--- src/rtl/wb_burst_master.sv ---
// wb_burst_master: Wishbone B4 registered-feedback burst master.
// Accepts one command (address, beat count, direction, burst type) and runs
// it as a single Wishbone cycle, streaming write data in or read data out.
// Optional build macro WB_BURST_MASTER_TIMEOUT_EN adds a stall watchdog that
// aborts the burst after TIMEOUT_CYCLES consecutive unanswered strobes.
module wb_burst_master #(
  parameter int dw             = 32,
  parameter int aw             = 32,
  parameter int TIMEOUT_CYCLES = 255
) (
  input  logic          wb_clk_i,
  input  logic          wb_rst_i,
  // command port
  input  logic          cmd_valid_i,
  output logic          cmd_ready_o,
  input  logic [aw-1:0] cmd_adr_i,
  input  logic [3:0]    cmd_len_i,
  input  logic          cmd_we_i,
  input  logic [1:0]    cmd_bte_i,
  // write-data port
  input  logic [dw-1:0] wr_dat_i,
  input  logic          wr_valid_i,
  output logic          wr_ready_o,
  // read-data port
  output logic [dw-1:0] rd_dat_o,
  output logic          rd_valid_o,
  // status
  output logic          done_o,
  output logic          err_o,
  // wishbone master
  output logic [aw-1:0] wb_adr_o,
  output logic [dw-1:0] wb_dat_o,
  output logic [3:0]    wb_sel_o,
  output logic          wb_we_o,
  output logic [1:0]    wb_bte_o,
  output logic [2:0]    wb_cti_o,
  output logic          wb_cyc_o,
  output logic          wb_stb_o,
  input  logic [dw-1:0] wb_dat_i,
  input  logic          wb_ack_i,
  input  logic          wb_err_i,
  input  logic          wb_rty_i
);

  typedef enum logic [1:0] {IDLE, ACTIVE, FINISH} state_t;

  state_t        state_q, state_d;
  logic [aw-3:0] adr_q, adr_d;       // word address of the current beat
  logic [4:0]    rem_q, rem_d;       // beats still to complete (1..16)
  logic          we_q, we_d;
  logic [1:0]    bte_q, bte_d;
  logic          single_q, single_d; // command was a single-beat transfer
  logic          err_q, err_d;       // burst ended by an abort

  logic          active_w;
  logic          stb_w;
  logic          abort_w;
  logic          beat_w;
  logic          last_w;
  logic          timeout_w;
  logic [aw-3:0] wrap_mask_w;
  logic [aw-3:0] adr_inc_w;
  logic [aw-3:0] adr_next_w;

  // The two address bits below word granularity are always forced to zero.
  logic unused_bits;
  assign unused_bits = ^cmd_adr_i[1:0];

  assign active_w = (state_q == ACTIVE);
  // Writes only strobe when data is available; a low strobe is a wait state.
  assign stb_w    = active_w & (we_q ? wr_valid_i : 1'b1);
  // Error, retry or watchdog all end the burst; they win over a coincident ack.
  assign abort_w  = stb_w & (wb_err_i | wb_rty_i | timeout_w);
  assign beat_w   = stb_w & wb_ack_i & ~abort_w;
  assign last_w   = (rem_q == 5'd1);

`ifdef WB_BURST_MASTER_TIMEOUT_EN
  logic [7:0] to_cnt_q, to_cnt_d;
  logic       stall_w;

  assign stall_w   = stb_w & ~(wb_ack_i | wb_err_i | wb_rty_i);
  // Fires on the stalled cycle that brings the count to TIMEOUT_CYCLES.
  assign timeout_w = stall_w & (to_cnt_q == 8'(TIMEOUT_CYCLES - 1));

  // Watchdog counts consecutive unanswered strobes; any response clears it.
  always_comb begin
    to_cnt_d = 8'd0;
    if (stall_w) to_cnt_d = to_cnt_q + 8'd1;
  end

  // Watchdog counter register.
  always_ff @(posedge wb_clk_i) begin
    if (wb_rst_i) to_cnt_q <= 8'd0;
    else          to_cnt_q <= to_cnt_d;
  end
`else
  // Without the watchdog the master waits for the slave indefinitely.
  logic unused_timeout;
  assign unused_timeout = (TIMEOUT_CYCLES == 0);
  assign timeout_w      = 1'b0;
`endif

  // Burst-type wrap: only the masked low word-address bits increment.
  always_comb begin
    wrap_mask_w = '0;
    case (bte_q)
      2'b01:   wrap_mask_w[1:0] = 2'b11;
      2'b10:   wrap_mask_w[2:0] = 3'b111;
      2'b11:   wrap_mask_w[3:0] = 4'b1111;
      default: wrap_mask_w      = '1;
    endcase
  end

  assign adr_inc_w  = adr_q + 1'b1;
  assign adr_next_w = (adr_q & ~wrap_mask_w) | (adr_inc_w & wrap_mask_w);

  // State register; reset overrides every other event.
  always_ff @(posedge wb_clk_i) begin
    if (wb_rst_i) state_q <= IDLE;
    else          state_q <= state_d;
  end

  // Next-state logic.
  always_comb begin
    state_d = state_q;
    case (state_q)
      IDLE:    if (cmd_valid_i) state_d = ACTIVE;
      ACTIVE:  if (abort_w || (beat_w && last_w)) state_d = FINISH;
      FINISH:  state_d = IDLE;
      default: state_d = IDLE;
    endcase
  end

  // Command capture and per-beat bookkeeping.
  always_comb begin
    adr_d    = adr_q;
    rem_d    = rem_q;
    we_d     = we_q;
    bte_d    = bte_q;
    single_d = single_q;
    err_d    = err_q;
    if (state_q == IDLE && cmd_valid_i) begin
      adr_d    = cmd_adr_i[aw-1:2];
      rem_d    = (cmd_len_i == 4'd0) ? 5'd16 : {1'b0, cmd_len_i};
      we_d     = cmd_we_i;
      bte_d    = cmd_bte_i;
      single_d = (cmd_len_i == 4'd1);
      err_d    = 1'b0;
    end else if (abort_w) begin
      err_d = 1'b1;
    end else if (beat_w) begin
      adr_d = adr_next_w;
      rem_d = rem_q - 5'd1;
    end
  end

  // Datapath registers.
  always_ff @(posedge wb_clk_i) begin
    if (wb_rst_i) begin
      adr_q    <= '0;
      rem_q    <= 5'd0;
      we_q     <= 1'b0;
      bte_q    <= 2'b00;
      single_q <= 1'b0;
      err_q    <= 1'b0;
    end else begin
      adr_q    <= adr_d;
      rem_q    <= rem_d;
      we_q     <= we_d;
      bte_q    <= bte_d;
      single_q <= single_d;
      err_q    <= err_d;
    end
  end

  // Output decode from state and current-cycle bus responses.
  always_comb begin
    cmd_ready_o = (state_q == IDLE);
    wb_cyc_o    = active_w;
    wb_stb_o    = stb_w;
    wb_we_o     = active_w & we_q;
    wb_bte_o    = active_w ? bte_q : 2'b00;
    wb_sel_o    = active_w ? 4'hf : 4'h0;
    wb_cti_o    = 3'b000;
    if (active_w && !single_q) wb_cti_o = last_w ? 3'b111 : 3'b010;
    wb_adr_o    = {adr_q, 2'b00};
    wb_dat_o    = wr_dat_i;
    wr_ready_o  = beat_w & we_q;
    rd_dat_o    = wb_dat_i;
    rd_valid_o  = beat_w & ~we_q;
    done_o      = (state_q == FINISH);
    err_o       = (state_q == FINISH) & err_q;
  end

endmodule

--- config.mk ---
export PLATFORM = sky130hd
export DESIGN_NAME = wb_burst_master
export DESIGN_NICKNAME = d
export VERILOG_FILES = /design/src/rtl/wb_burst_master.sv
export SDC_FILE = /design/constraint.sdc
export NUM_CORES = 1
export LEC_CHECK = 0
export BUFFER_PORTS_ARGS = -buffer_cell sky130_fd_sc_hd__buf_2
export CORE_AREA = 2 2 86 88
export DETAILED_ROUTE_END_ITERATION = 7
export DIE_AREA = 0 0 88 90
export GPL_ROUTABILITY_DRIVEN = 1
export GPL_TIMING_DRIVEN = 0
export PLACE_DENSITY = 0.84
export SKIP_LAST_GASP = 1
export SYNTH_ARGS = -nofsm -noshare
export SYNTH_HDL_FRONTEND = slang
export SYNTH_SLANG_ARGS = --single-unit
--- constraint.sdc ---
create_clock -name wb_clk_i -period 5.46 [get_ports wb_clk_i]
set_input_delay 0.546 -clock wb_clk_i [delete_from_list [all_inputs] [get_ports wb_clk_i]]
set_output_delay 0.546 -clock wb_clk_i [all_outputs]
set_load 0.05 [all_outputs]
Yosys cells after proc, flatten, opt, wreduce, memory -nomap -nowiden
Cells that the tools add are included.
- add/subtract/negate cells: 2
- multiply operators: 0
- div/mod/pow operators: 0
- magnitude comparators: 0
- eq/ne operators: 10
- shift operators: 0
- muxes and demuxes: 18
- bitwise gates (word level): 15
- reductions and logical operators: 13
- operators by type and width (kind ; count):
    two-way mux 30 bit ; 3
    AND 30 bit ; 2
    adder 30 x 1 -> 30 bit, second input constant ; 1
    NOT 30 bit ; 1
    bitwise OR 30 bit ; 1
    two-way mux 26 bit ; 1
    two-way mux 5 bit ; 4
    AND 1 bit ; 8
    == test 2 bit, second input constant ; 3
    two-way mux 2 bit ; 3
    two-way mux 3 bit ; 2
    == test 5 x 1 -> 1 bit, second input constant ; 1
    subtractor 5 x 1 -> 5 bit, second input constant ; 1
    == test 2 x 1 -> 1 bit, second input constant ; 2
    == test 4 x 1 -> 1 bit, second input constant ; 1
    logical NOT 4 bit ; 1
    two-way mux 4 bit ; 1
    != test 2 x 1 -> 1 bit, second input constant ; 2
    case mux 2 bit (2 select lines) ; 1
    AND reduction 2 bit ; 2
    OR reduction 2 bit ; 2
    logical AND 1 bit ; 3
    two-way mux 1 bit ; 3
    OR reduction 3 bit ; 1
    7 further kinds ; 8
- bits in registers: 42
- bits in latches: 0
- RAM bits: 0
- ROM bits: 0
- bits of input ports: 110
- output and inout bits: 113
- word-level logic and storage cells: 65
- memories kept: 0

Longest topological paths before layout
- word-level depth: 9
- gate-level depth with buffers: 9
- gate-level depth less buffers: 7

Least setup slack after synthesis
OpenSTA, ideal clock, no wires.
- path kind: reg2out
- start point: register state_q[1]
- end point: output port wb_cti_o[2]
- data arrival time: 2.197 ns
- required time: 4.914 ns
- slack: 2.717 ns
- cell stages (with the launch flop): 6
- buffers on the path: 2
- path through: dfxtp_1 -> nand2b_1 -> buf_6 -> nor2_1 -> and4b_1 -> buf_4
- cells in the longest elaborated chain, start to end: 3
- ends and longest elaborated chain (what ; RTL line ; source):
    start: declaration ; 47 ; state_t state_q, state_d;
    start signal: assignment ; 120 ; else state_q <= state_d;
    == test 2 x 1 -> 1 bit ; 69 ; assign active_w = (state_q == ACTIVE);
    logical AND 1 bit ; 185 ; if (active_w && !single_q) wb_cti_o = last_w ? 3'b111 : 3'b010;
    two-way mux 3 bit ; 185 ;
    end: declaration ; 36 ; output logic [2:0] wb_cti_o,
Every way passes these cells.

Worst setup path after layout
- start point: input port wb_rty_i
- end point: output port rd_valid_o
- cells in the longest elaborated chain, start to end: 5
- ends and longest elaborated chain (what ; RTL line ; source):
    start: declaration ; 42 ; input logic wb_rty_i
    bitwise OR 1 bit ; 73 ; assign abort_w = stb_w & (wb_err_i | wb_rty_i | timeout_w);
    AND 1 bit ; 73 ;
    NOT 1 bit ; 74 ; assign beat_w = stb_w & wb_ack_i & ~abort_w;
    AND 1 bit ; 74 ;
    AND 1 bit ; 190 ; rd_valid_o = beat_w & ~we_q;
    end: declaration ; 26 ; output logic rd_valid_o,
Every way passes these cells.

==> summary.txt <==
Floorplanning
  – Core Area: 7020 sq um
  – Num rows: 31
  – Starting Density: 43.43%
  – Die Wd: 88 um
  – # IOs: 223
  – Die height: 90 um
  – Die area: 7920 sq um

Logic synthesis
  – Post-synthesis compound-gate area fraction: 16.29%
  – Seq cells post-synth: 42
  – Most instantiated library cell after synthesis: buf_4
  – Synth Area in XOR/XNOR: 3.734%
  – Synth Area in Simple Gates: 27.49%
  – Adder-cell share of the synthesized area: 2.052%
  – Fraction of registers with async set/reset: 0%
  – Post-Syn Area: 3049 sq um
  – Mean Syn Cell Area: 7.798 sq um
  – Post-synthesis mux area share: 0.3693%
  – Warnings from Yosys: 0
  – Area leader, netlist: dfxtp_1
  – Post-synth top cells: 73 x buf_4, 42 x dfxtp_1, 37 x nor2_1, 35 x nand2_1, 17 x nand3_1
  – Main combinational cell family by area after synthesis: simple AND/OR/NAND/NOR gates
  – Number of enable flip-flop cells after synthesis: 0
  – Ys flop type: dfxtp_1
  – Share of the synthesized area in the top cell type: 27.57%
  – Synth unique cells: 54
  – Sequential area share after synthesis: 27.57%
  – Ranking of synthesized cells by area: dfxtp_1 28%, buf_4 18%, nor2_1 4.6%, nand2_1 4.3%, a211oi_1 3.9%
  – Synth Instances: 391

Timing
  – F_max: 0.4065 GHz
  – Final setup fails: 0
  – Final hold slack: 0.4621 ns
  – Period utilization: 45.05%
  – Max-Slew Margin vs Limit: 35.76%
  – RSZ-0062 raised after global routing: false
  – Max Transition Viols Final: 0
  – Worst-Margin Slew: 0.9615 ns
  – Sum of negative setup slack: 0 ns
  – Worst clock skew: 0.01353 ns
  – Post-layout min period: 2.460 ns
  – Final Hold Vio Count: 0

Clock tree
  – PostCTS Resize Cnt: 0
  – Worst-path clk slew: 0.08 ns
  – Max H-tree Level: 2
  – Post-CTS setup buffer count: 0
  – Clock latency on the worst-skew pair: 0.30 ns
  – CTS tree: yes
  – Hold buffers post-CTS: 0
  – Number of buffers created by CTS: 5
  – CTS max path bufs: 2
  – CTS root buf: clkbuf_8
  – Clk sinks: 42

Pwr
  – Max VDD drop: 0.0001123 V
  – Logic pwr share: 38.9%
  – P_leak: 1.850 nW
  – Clk pwr share: 25.0%
  – Total chip power: 998.8 uW
  – Int Power: 581.8 uW
  – Cell Pwr Density: 246.7 nW/um^2
  – Sw Ratio: 41.75%
  – Sw power: 417.0 uW
  – Reg power frac: 36.1%

Worst setup path
  – Critical path launch point: wb_rty_i
  – Crit path DAT: 1.91 ns
  – WS Path Type: primary input to primary output
  – CP required: 4.91 ns
  – R2R Setup Slk: 3.26 ns
  – CP endpoint: rd_valid_o
  – Worst R2R Start: bte_q[1]
  – R2R cell count: 8
  – CP endpoint kind: primary output
  – Crit-path max FO: 9
  – CP Launch Type: primary input

Route
  – Drt wl/cell: 14.43 um
  – Routed vias/inst: 5.152
  – Initial DRC count: 190
  – Final wirelength: 9409 um
  – Drt pass-1 iters: 4
  – DR vias: 3359
  – Final ANT Viol Nets: 0
  – DR DRC count: 0

Place
  – GPL Wtd Cong: 0.8394
  – Placed inst area: 3943 sq um
  – Port Buffers: 153
  – Detailed Place HPWL: 7383 um

Layout
  – Design Area, Final: 4049 sq um
  – Nets: 667
  – Inserted Diodes: 0
  – Synthesis-to-finish area growth: 32.79%
  – Fillcell total: 679
  – Fraction of layout cells with a size suffix above 1: 45.03%

Flow run
  – Max Cap Violations: 0

GRT
  – Pin count of the biggest net entering global routing: 13
  – GR Overflow Total: 0
  – Vias in the first global route: 3132
  – Tot GR Track Use: 22.14%
  – Initial antenna violation count: 0
  – First-pass GRT wire length: 14150 um

Min path
  – Min-Delay Path Class: flip-flop to flip-flop

Run status
  – Outcome: finished clean
## cells in the final DEF (no fill, tap or decap), types with 8 or more instances in the layout
master and n:
buf_2 155, buf_4 73, dfxtp_1 42, nor2_1 37
nand2_1 35, nand3_1 17, a211oi_1 16, clkbuf_1 15
a21oi_1 14, inv_1 12, a31oi_1 10, o21ai_0 10
nand4_1 9, nor3_1 8
## power by group through the flow
stage	clock, mW	combinational [mW]	sequential, mW
after global routing	0.262	0.408	0.365
after detailed placement	0	0.388	0.367
after CTS	0.250	0.390	0.360
after floorplan	0	0.239	0.424
after global placement	0	0.384	0.365
final	0.249	0.389	0.361
## per-layer routing
layer  vias up  GRT usage [%]  routed length, um
li1       1630              -                  -
met1      1536          27.12               3874
met2       182          38.26               4640
met3        11          3.673                796
met4         0          7.949                 98
met5         -              0                  0
## worst max-delay path, stage by stage
cell and delay, ns:
buf_2 0.11, or3b_1 0.40, or3_1 0.32, buf_2 0.19
nor2_1 0.09, buf_2 0.26
## worst min-delay path by stage
stage	from	end	slack [ns]	depth (start not counted)
5_1_grt	bte_q[1]	bte_q[1]	0.48	2
2_1_floorplan	bte_q[1]	bte_q[1]	0.44	2
3_3_place_gp	bte_q[1]	bte_q[1]	0.45	2
4_1_cts	bte_q[1]	bte_q[1]	0.46	2
6_report	bte_q[1]	bte_q[1]	0.46	2
3_5_place_dp	bte_q[1]	bte_q[1]	0.45	2
## cell type report
cell class | count | area, sq um | area share [%]
multi-input combinational | 246 | 1530 | 37.79
inverter | 12 | 45.04 | 1.112
clock buffer | 7 | 76.32 | 1.885
clock inverter | 1 | 30.03 | 0.7417
buffer | 92 | 636.9 | 15.73
sequential | 42 | 840.8 | 20.77
timing repair buffer | 153 | 765.7 | 18.91
tap | 99 | 123.9 | 3.059
## kinds of logic after synthesis
logic type                 count (synthesis)
buffers and inverters                    104
and+or+nand+nor                          153
DFF                                       42
AOI/OAI and AO/OA                         72
muxes                                      1
other                                      1
xor gates and xnor gates                  13
adders and majority gates                  5
## through the flow
stage	utilization [%]	cells	setup slack, ns
2_1_floorplan	-	392	2.717
3_3_place_gp	56.16	644	2.994
3_5_place_dp	56.16	644	3.012
4_1_cts	57.67	652	3.013
5_1_grt	57.67	652	2.935
6_report	57.67	652	3.000
Power figures use the tool's default switching activity.
